===== src/rtl/os_tx_scheduler.sv =====
// Transmit-side scheduler: per block boundary, chooses an LTSSM ordered set, a SKP
// ordered set or a MAC data block for the shared TX generator.
module os_tx_scheduler #(
  parameter int SKP_INTERVAL_8B10B = 1180,
  parameter int SKP_INTERVAL_128B  = 370,
  parameter int MAX_PENDING        = 7
) (
  input  logic       clk,
  input  logic       reset,
  input  logic [2:0] gen,
  input  logic [4:0] substate,
  input  logic       linkUp,
  input  logic       osReq,
  input  logic [2:0] osType,
  input  logic [7:0] osCount,
  output logic       osReqAck,
  output logic       osDone,
  input  logic       dataValid,
  input  logic       dataLast,
  output logic       dataReady,
  output logic       genValid,
  output logic       genSel,
  output logic [2:0] genType,
  input  logic       genReady,
  output logic [2:0] skpPending,
  output logic [1:0] state_dbg
);

  typedef enum logic [1:0] {IDLE = 2'd0, OS = 2'd1, SKP = 2'd2, DATA = 2'd3} state_t;

  localparam logic [2:0] T_EIOS  = 3'd2;
  localparam logic [2:0] T_EIEOS = 3'd3;
  localparam logic [2:0] T_SKP   = 3'd4;
  localparam logic [4:0] SUB_L0  = 5'd10;

  state_t      state_q, state_d, sel_state;
  logic        mid_pkt_q, mid_pkt_d;
  logic        os_lat_q;
  logic [2:0]  os_type_q;
  logic [7:0]  os_cnt_q;
  logic [2:0]  pend_q, pend_d;
  logic [10:0] timer_q, timer_d;
  logic        ack_q;

  logic        abort, xfer, os_xfer, skp_xfer, os_last, eios_done, new_req;
  logic        freeze, expire, lat_eff, pend_avail, data_ok, reselect;
  logic [2:0]  type_eff;
  logic [10:0] interval_m1;

  // Generator handshake: an item transfers on a cycle with genValid & genReady.
  // Once genValid is high, genSel/genType hold until that transfer; in DATA the
  // valid follows the MAC's dataValid, which the MAC holds until dataReady.
  assign genValid   = (state_q == OS) || (state_q == SKP) || ((state_q == DATA) && dataValid);
  assign genSel     = (state_q == DATA);
  assign genType    = (state_q == SKP) ? T_SKP : ((state_q == OS) ? os_type_q : 3'd0);
  assign xfer       = genValid & genReady;
  assign dataReady  = xfer & genSel;
  assign osReqAck   = ack_q;
  assign skpPending = pend_q;
  assign state_dbg  = state_q;

  assign abort     = (substate <= 5'd1);
  assign os_xfer   = xfer && (state_q == OS);
  assign skp_xfer  = xfer && (state_q == SKP);
  assign os_last   = os_xfer && (os_cnt_q == 8'd1);
  assign osDone    = os_last && !abort;
  assign eios_done = osDone && (os_type_q == T_EIOS);
  assign new_req   = !os_lat_q && osReq && !abort;

  // SKP timer halts in detect and while an electrical-idle OS is latched.
  assign freeze      = abort || (os_lat_q && (os_type_q == T_EIOS));
  assign interval_m1 = (gen < 3'd3) ? 11'(SKP_INTERVAL_8B10B - 1) : 11'(SKP_INTERVAL_128B - 1);
  assign expire      = !freeze && (timer_q >= interval_m1);

  always_comb begin
    timer_d = timer_q;
    if (abort || eios_done)   timer_d = 11'd0;
    else if (freeze)          timer_d = timer_q;
    else if (expire)          timer_d = 11'd0;
    else                      timer_d = timer_q + 11'd1;
  end

  always_comb begin
    pend_d = pend_q;
    if (abort || eios_done)
      pend_d = 3'd0;
    else if (expire && !skp_xfer && (pend_q != 3'(MAX_PENDING)))
      pend_d = pend_q + 3'd1;
    else if (skp_xfer && !expire)
      pend_d = pend_q - 3'd1;
  end

  // Selection sees the request/pending state as it stands after this cycle's transfer.
  assign lat_eff    = new_req || (os_lat_q && !os_last);
  assign type_eff   = new_req ? osType : os_type_q;
  assign pend_avail = !eios_done && (skp_xfer ? (pend_q > 3'd1) : (pend_q != 3'd0));
  assign data_ok    = dataValid && (substate == SUB_L0) && linkUp;
  assign reselect   = (state_q == IDLE) ||
                      ((state_q == DATA) && !mid_pkt_q && !dataValid) ||
                      (xfer && !((state_q == DATA) && !dataLast));

  always_comb begin
    sel_state = IDLE;
    if (lat_eff && ((type_eff == T_EIOS) || (type_eff == T_EIEOS))) sel_state = OS;
    else if (pend_avail)                                            sel_state = SKP;
    else if (lat_eff)                                               sel_state = OS;
    else if (data_ok)                                               sel_state = DATA;
  end

  always_comb begin
    state_d   = state_q;
    mid_pkt_d = mid_pkt_q;
    if (abort) begin
      state_d   = IDLE;
      mid_pkt_d = 1'b0;
    end else if (xfer && (state_q == DATA) && !dataLast) begin
      mid_pkt_d = 1'b1;
    end else if (reselect) begin
      state_d   = sel_state;
      mid_pkt_d = 1'b0;
    end
  end

  always_ff @(posedge clk or negedge reset) begin
    if (!reset) begin
      state_q   <= IDLE;
      mid_pkt_q <= 1'b0;
      os_lat_q  <= 1'b0;
      os_type_q <= 3'd0;
      os_cnt_q  <= 8'd0;
      pend_q    <= 3'd0;
      timer_q   <= 11'd0;
      ack_q     <= 1'b0;
    end else begin
      state_q   <= state_d;
      mid_pkt_q <= mid_pkt_d;
      pend_q    <= pend_d;
      timer_q   <= timer_d;
      ack_q     <= new_req;
      if (abort) begin
        os_lat_q <= 1'b0;
      end else if (new_req) begin
        os_lat_q  <= 1'b1;
        os_type_q <= osType;
        os_cnt_q  <= (osCount == 8'd0) ? 8'd1 : osCount;
      end else if (os_xfer) begin
        os_cnt_q <= os_cnt_q - 8'd1;
        if (os_last) os_lat_q <= 1'b0;
      end
    end
  end

endmodule


===== config.mk =====
export PLATFORM = sky130hd
export DESIGN_NAME = os_tx_scheduler
export DESIGN_NICKNAME = d
export VERILOG_FILES = /design/src/rtl/os_tx_scheduler.sv
export SDC_FILE = /design/constraint.sdc
export NUM_CORES = 1
export LEC_CHECK = 0
export ABC_AREA = 0
export BUFFER_PORTS_ARGS = -buffer_cell sky130_fd_sc_hd__buf_2
export CAP_MARGIN = 15
export CORE_MARGIN = 5
export CORE_UTILIZATION = 60
export DETAILED_ROUTE_END_ITERATION = 10
export HOLD_SLACK_MARGIN = 0.03
export PLACE_DENSITY = 0.85
export SETUP_SLACK_MARGIN = 0.02
export SLEW_MARGIN = 30
export SYNTH_ARGS = -nofsm -noshare
export SYNTH_HDL_FRONTEND = slang
export SYNTH_SLANG_ARGS = --single-unit

===== constraint.sdc =====
create_clock -name clk -period 4.7 [get_ports clk]
set_clock_uncertainty 0.15 [all_clocks]
set_input_delay 0.705 -clock clk [delete_from_list [all_inputs] [get_ports clk]]
set_output_delay 0.705 -clock clk [all_outputs]
set_load 0.01 [all_outputs]

==> results.md <==
- Setup TNS Final: 0 ns
- Crit path DAT: just under 2 ns
- Critical path, cell by cell: inv_1, ha_1, nor4bb_1, nand4_1, nor2_1, buf_2
- Initial DRC count: roughly 160
- Dpl hpwl: between 3 and 4 mm
- RR Startpoint: state_dbg[0]
- Worst R2R Setup Slack: just over 2 ns
- Place WS: roughly 1.5 ns
- Yosys warns: 0
- Vias in the first global route: roughly 1800
- Num ports: 39
- Input/output buffers: 38
- CTS tree: done
- Ratio of cells with drive above 1 in the final layout: 20.3%
- Critical path type: flip-flop to primary output
- Final net count: 316
- Max incr delay on CP: 0.44 ns
- Post-Synth Adder-Cell Area: 11.5%
- Sequential area share after synthesis: between 30% and 40%
- Core area: roughly 3300 sq um
- First-pass GRT wire length: 8.09 mm
- WL final: about 5 mm
- H-Tree Depth: 2
- Maxcap violations: 0
- Worst Path Max Fanout: 5
- # fillers: roughly 290
- Initial antenna violation count: 0
- CP Launch Type: flip-flop
- Syn_area_per_cell: between 8 and 9 sq um
- Via/cell ratio: roughly 6
- Antenna viol nets, final: 0
- Die area: roughly 4700 sq um
- Share of the synthesized area in the top cell type: 36.2%
- Synth Register Bits: 30
- Die Y: 68.8 um
- Synth area leaders: dfrtp_1 (36%), ha_1 (11%), nand2_1 (4.2%), a21oi_1 (3.4%), o21ai_0 (2.7%)
- Cell area power density: between 500 and 600 nW/um^2
- Cell area after synthesis: between 2000 and 2500 sq um
- Post-synthesis mux area share: less than 1%
- Largest family of logic cells by synthesized area: simple AND/OR/NAND/NOR gates
- Status: completed
- Grt ovf: 0
- Max frequency: 0.352 GHz
- EDFF count, synth: 0
- Largest net degree at the start of global routing: 31
- Vias: ~1900
- RSZ-0062 raised after global routing: no
- CTS buffer count: 5
- PostCTS Resize Cnt: 0
- Xor and xnor fraction of the mapped netlist area: 2.53%
- Area delta synth->final: 14.4%
- Area occupied by multi-input gates: 1240 sq um
- Ys async rst share: 100%
- Worst Tran Pin Value: roughly 0.77 ns
- Fin. Hold Viols: 0
- Routability Congestion: ~0.85
- CP endpoint kind: primary output
- Yosys top cell by area: dfrtp_1
- Cells after synthesis: 231
- Gr usage total: a little under a quarter
- WL per Instance: roughly 15 um
- Worst Setup EP: osDone
- Prevailing post-synth register cell: dfrtp_1
- CP required: between 3 and 4 ns
- Min-delay worst type: input port to async pin
- Slew headroom: approximately half
- Worst skew pair latency: approximately 0.34 ns
- Antenna cell count: 0
- Min cycle time layout: approximately 2.8 ns
- Post-Syn Nets: between 200 and 300
- Root Buffer Master: clkbuf_4
- Pleak: around 1.2 nW
- Worst reg2reg endpoint: timer_q[4]
- Clock slew at reported path FFs: around 0.10 ns
- Peak supply drop: 310 uV
- Residual DRC count: 0
- Die X-Extent: 68.8 um
- Synth Area in Simple Gates: roughly a quarter
- First-pass iteration count of the detailed router: 4
- Final period util: roughly three fifths
- # hold bufs at CTS: 0
- Crit path launch: state_dbg[1]
- Most frequent cell after synthesis: dfrtp_1
- Reg area: around 750 sq um
- Std-Cell Rows: 21
- CTS max path bufs: 2
- CP max-delay cell: dfrtp_1
- Final setup vio count: 0
- Most frequent cells after synthesis: dfrtp_1 (30), nand2_1 (23), ha_1 (19)
- Worst Reg-to-Reg Cells: 8
- Postcts setup bufs: 0
- Yosys cell types: between 50 and 60
- Final worst slack: about 1.9 ns
- Synth Area in Compound Gates: 19.0%
- Slew Limit Fails: 0
- Initial Util: between 60% and 70%
- TritonCTS Sinks: 30
[per-layer routing]
layer	GRT usage, %	part of all wire, %	routed length (um)
met5	0	0	0
met4	8.03	1.7	82
met3	6.32	5.1	249
met2	37.2	48	2320
met1	29.8	45	2200
[registers in the layout (all words and copies together) (netlist names)]
signal and cells:
os_type_q 3, timer_q 11, os_cnt_q 8, state_dbg 2, os_lat_q 1, skpPending 3, mid_pkt_q 1, osReqAck 1
[cells by family after synthesis]
logic type      after synthesis
flops                        30
mux                           1
xor+xnor                      6
compound gates               58
simple gates                 98
fa+ha+maj                    19
buf+inv                      19
[power by group]
| group | leakage [nW] | internal [mW] | switching (mW) | total (mW) |
|---|---|---|---|---|
| Combinational | 0.731 | 0.266 | 0.332 | 0.598 |
| Clock | 0.0443 | 0.124 | 0.0959 | 0.220 |
| Sequential | 0.377 | 0.358 | 0.125 | 0.483 |
[layout by cell type, fill, tap and decap left out, drive strengths merged, types with 5 or more instances in the layout]
cell,count
clkbuf,6
o21ai,16
nor2,14
nand3,8
a21oi,14
inv,14
buf,38
or4,5
nor4,6
nor3,10
nand2,25
ha,19
dfrtp,30
[worst min path at each step]
stage / start / end / slack, ns / depth (start not counted)
global route: reset / os_cnt_q[1] / 0.28 / 1
CTS: reset / state_dbg[1] / 0.26 / 1
floorplan: reset / mid_pkt_q / 0.26 / 0
finish: reset / os_cnt_q[1] / 0.24 / 1
global placement: os_cnt_q[6] / os_cnt_q[6] / 0.38 / 1
detailed placement: os_cnt_q[6] / os_cnt_q[6] / 0.37 / 1
[final cells by class]
class	instances	share of cell area (%)
sequential	30	31.6
inverter	14	2.21
clock inverter	1	1.26
timing repair buffer	38	8.01
tap	46	2.42
clock buffer	6	2.16
multi-input combinational	182	52.3
[stage by stage]
stage | hold slack, ns | utilization (%) | total power, mW | area (sq um) | std cells
6_report | 0.240 | 71.2 | 1.30 | 2370 | 317
2_1_floorplan | 0.259 | - | 0.892 | 2080 | 231
5_1_grt | 0.276 | 71.2 | 1.41 | 2370 | 317
3_3_place_gp | 0.376 | 68.7 | 1.05 | 2290 | 310
3_5_place_dp | 0.374 | 68.7 | 1.07 | 2290 | 310
4_1_cts | 0.256 | 71.2 | 1.30 | 2370 | 317
[critical path: cells and delay by family (launching register included)]
family,cells,cell delay (ns)
adders and majority gates,1,0.22
DFF,1,0.44
buffers and inverters,2,0.25
and+or+nand+nor,3,0.75
Note: power is estimated with default switching activity, not from simulation.
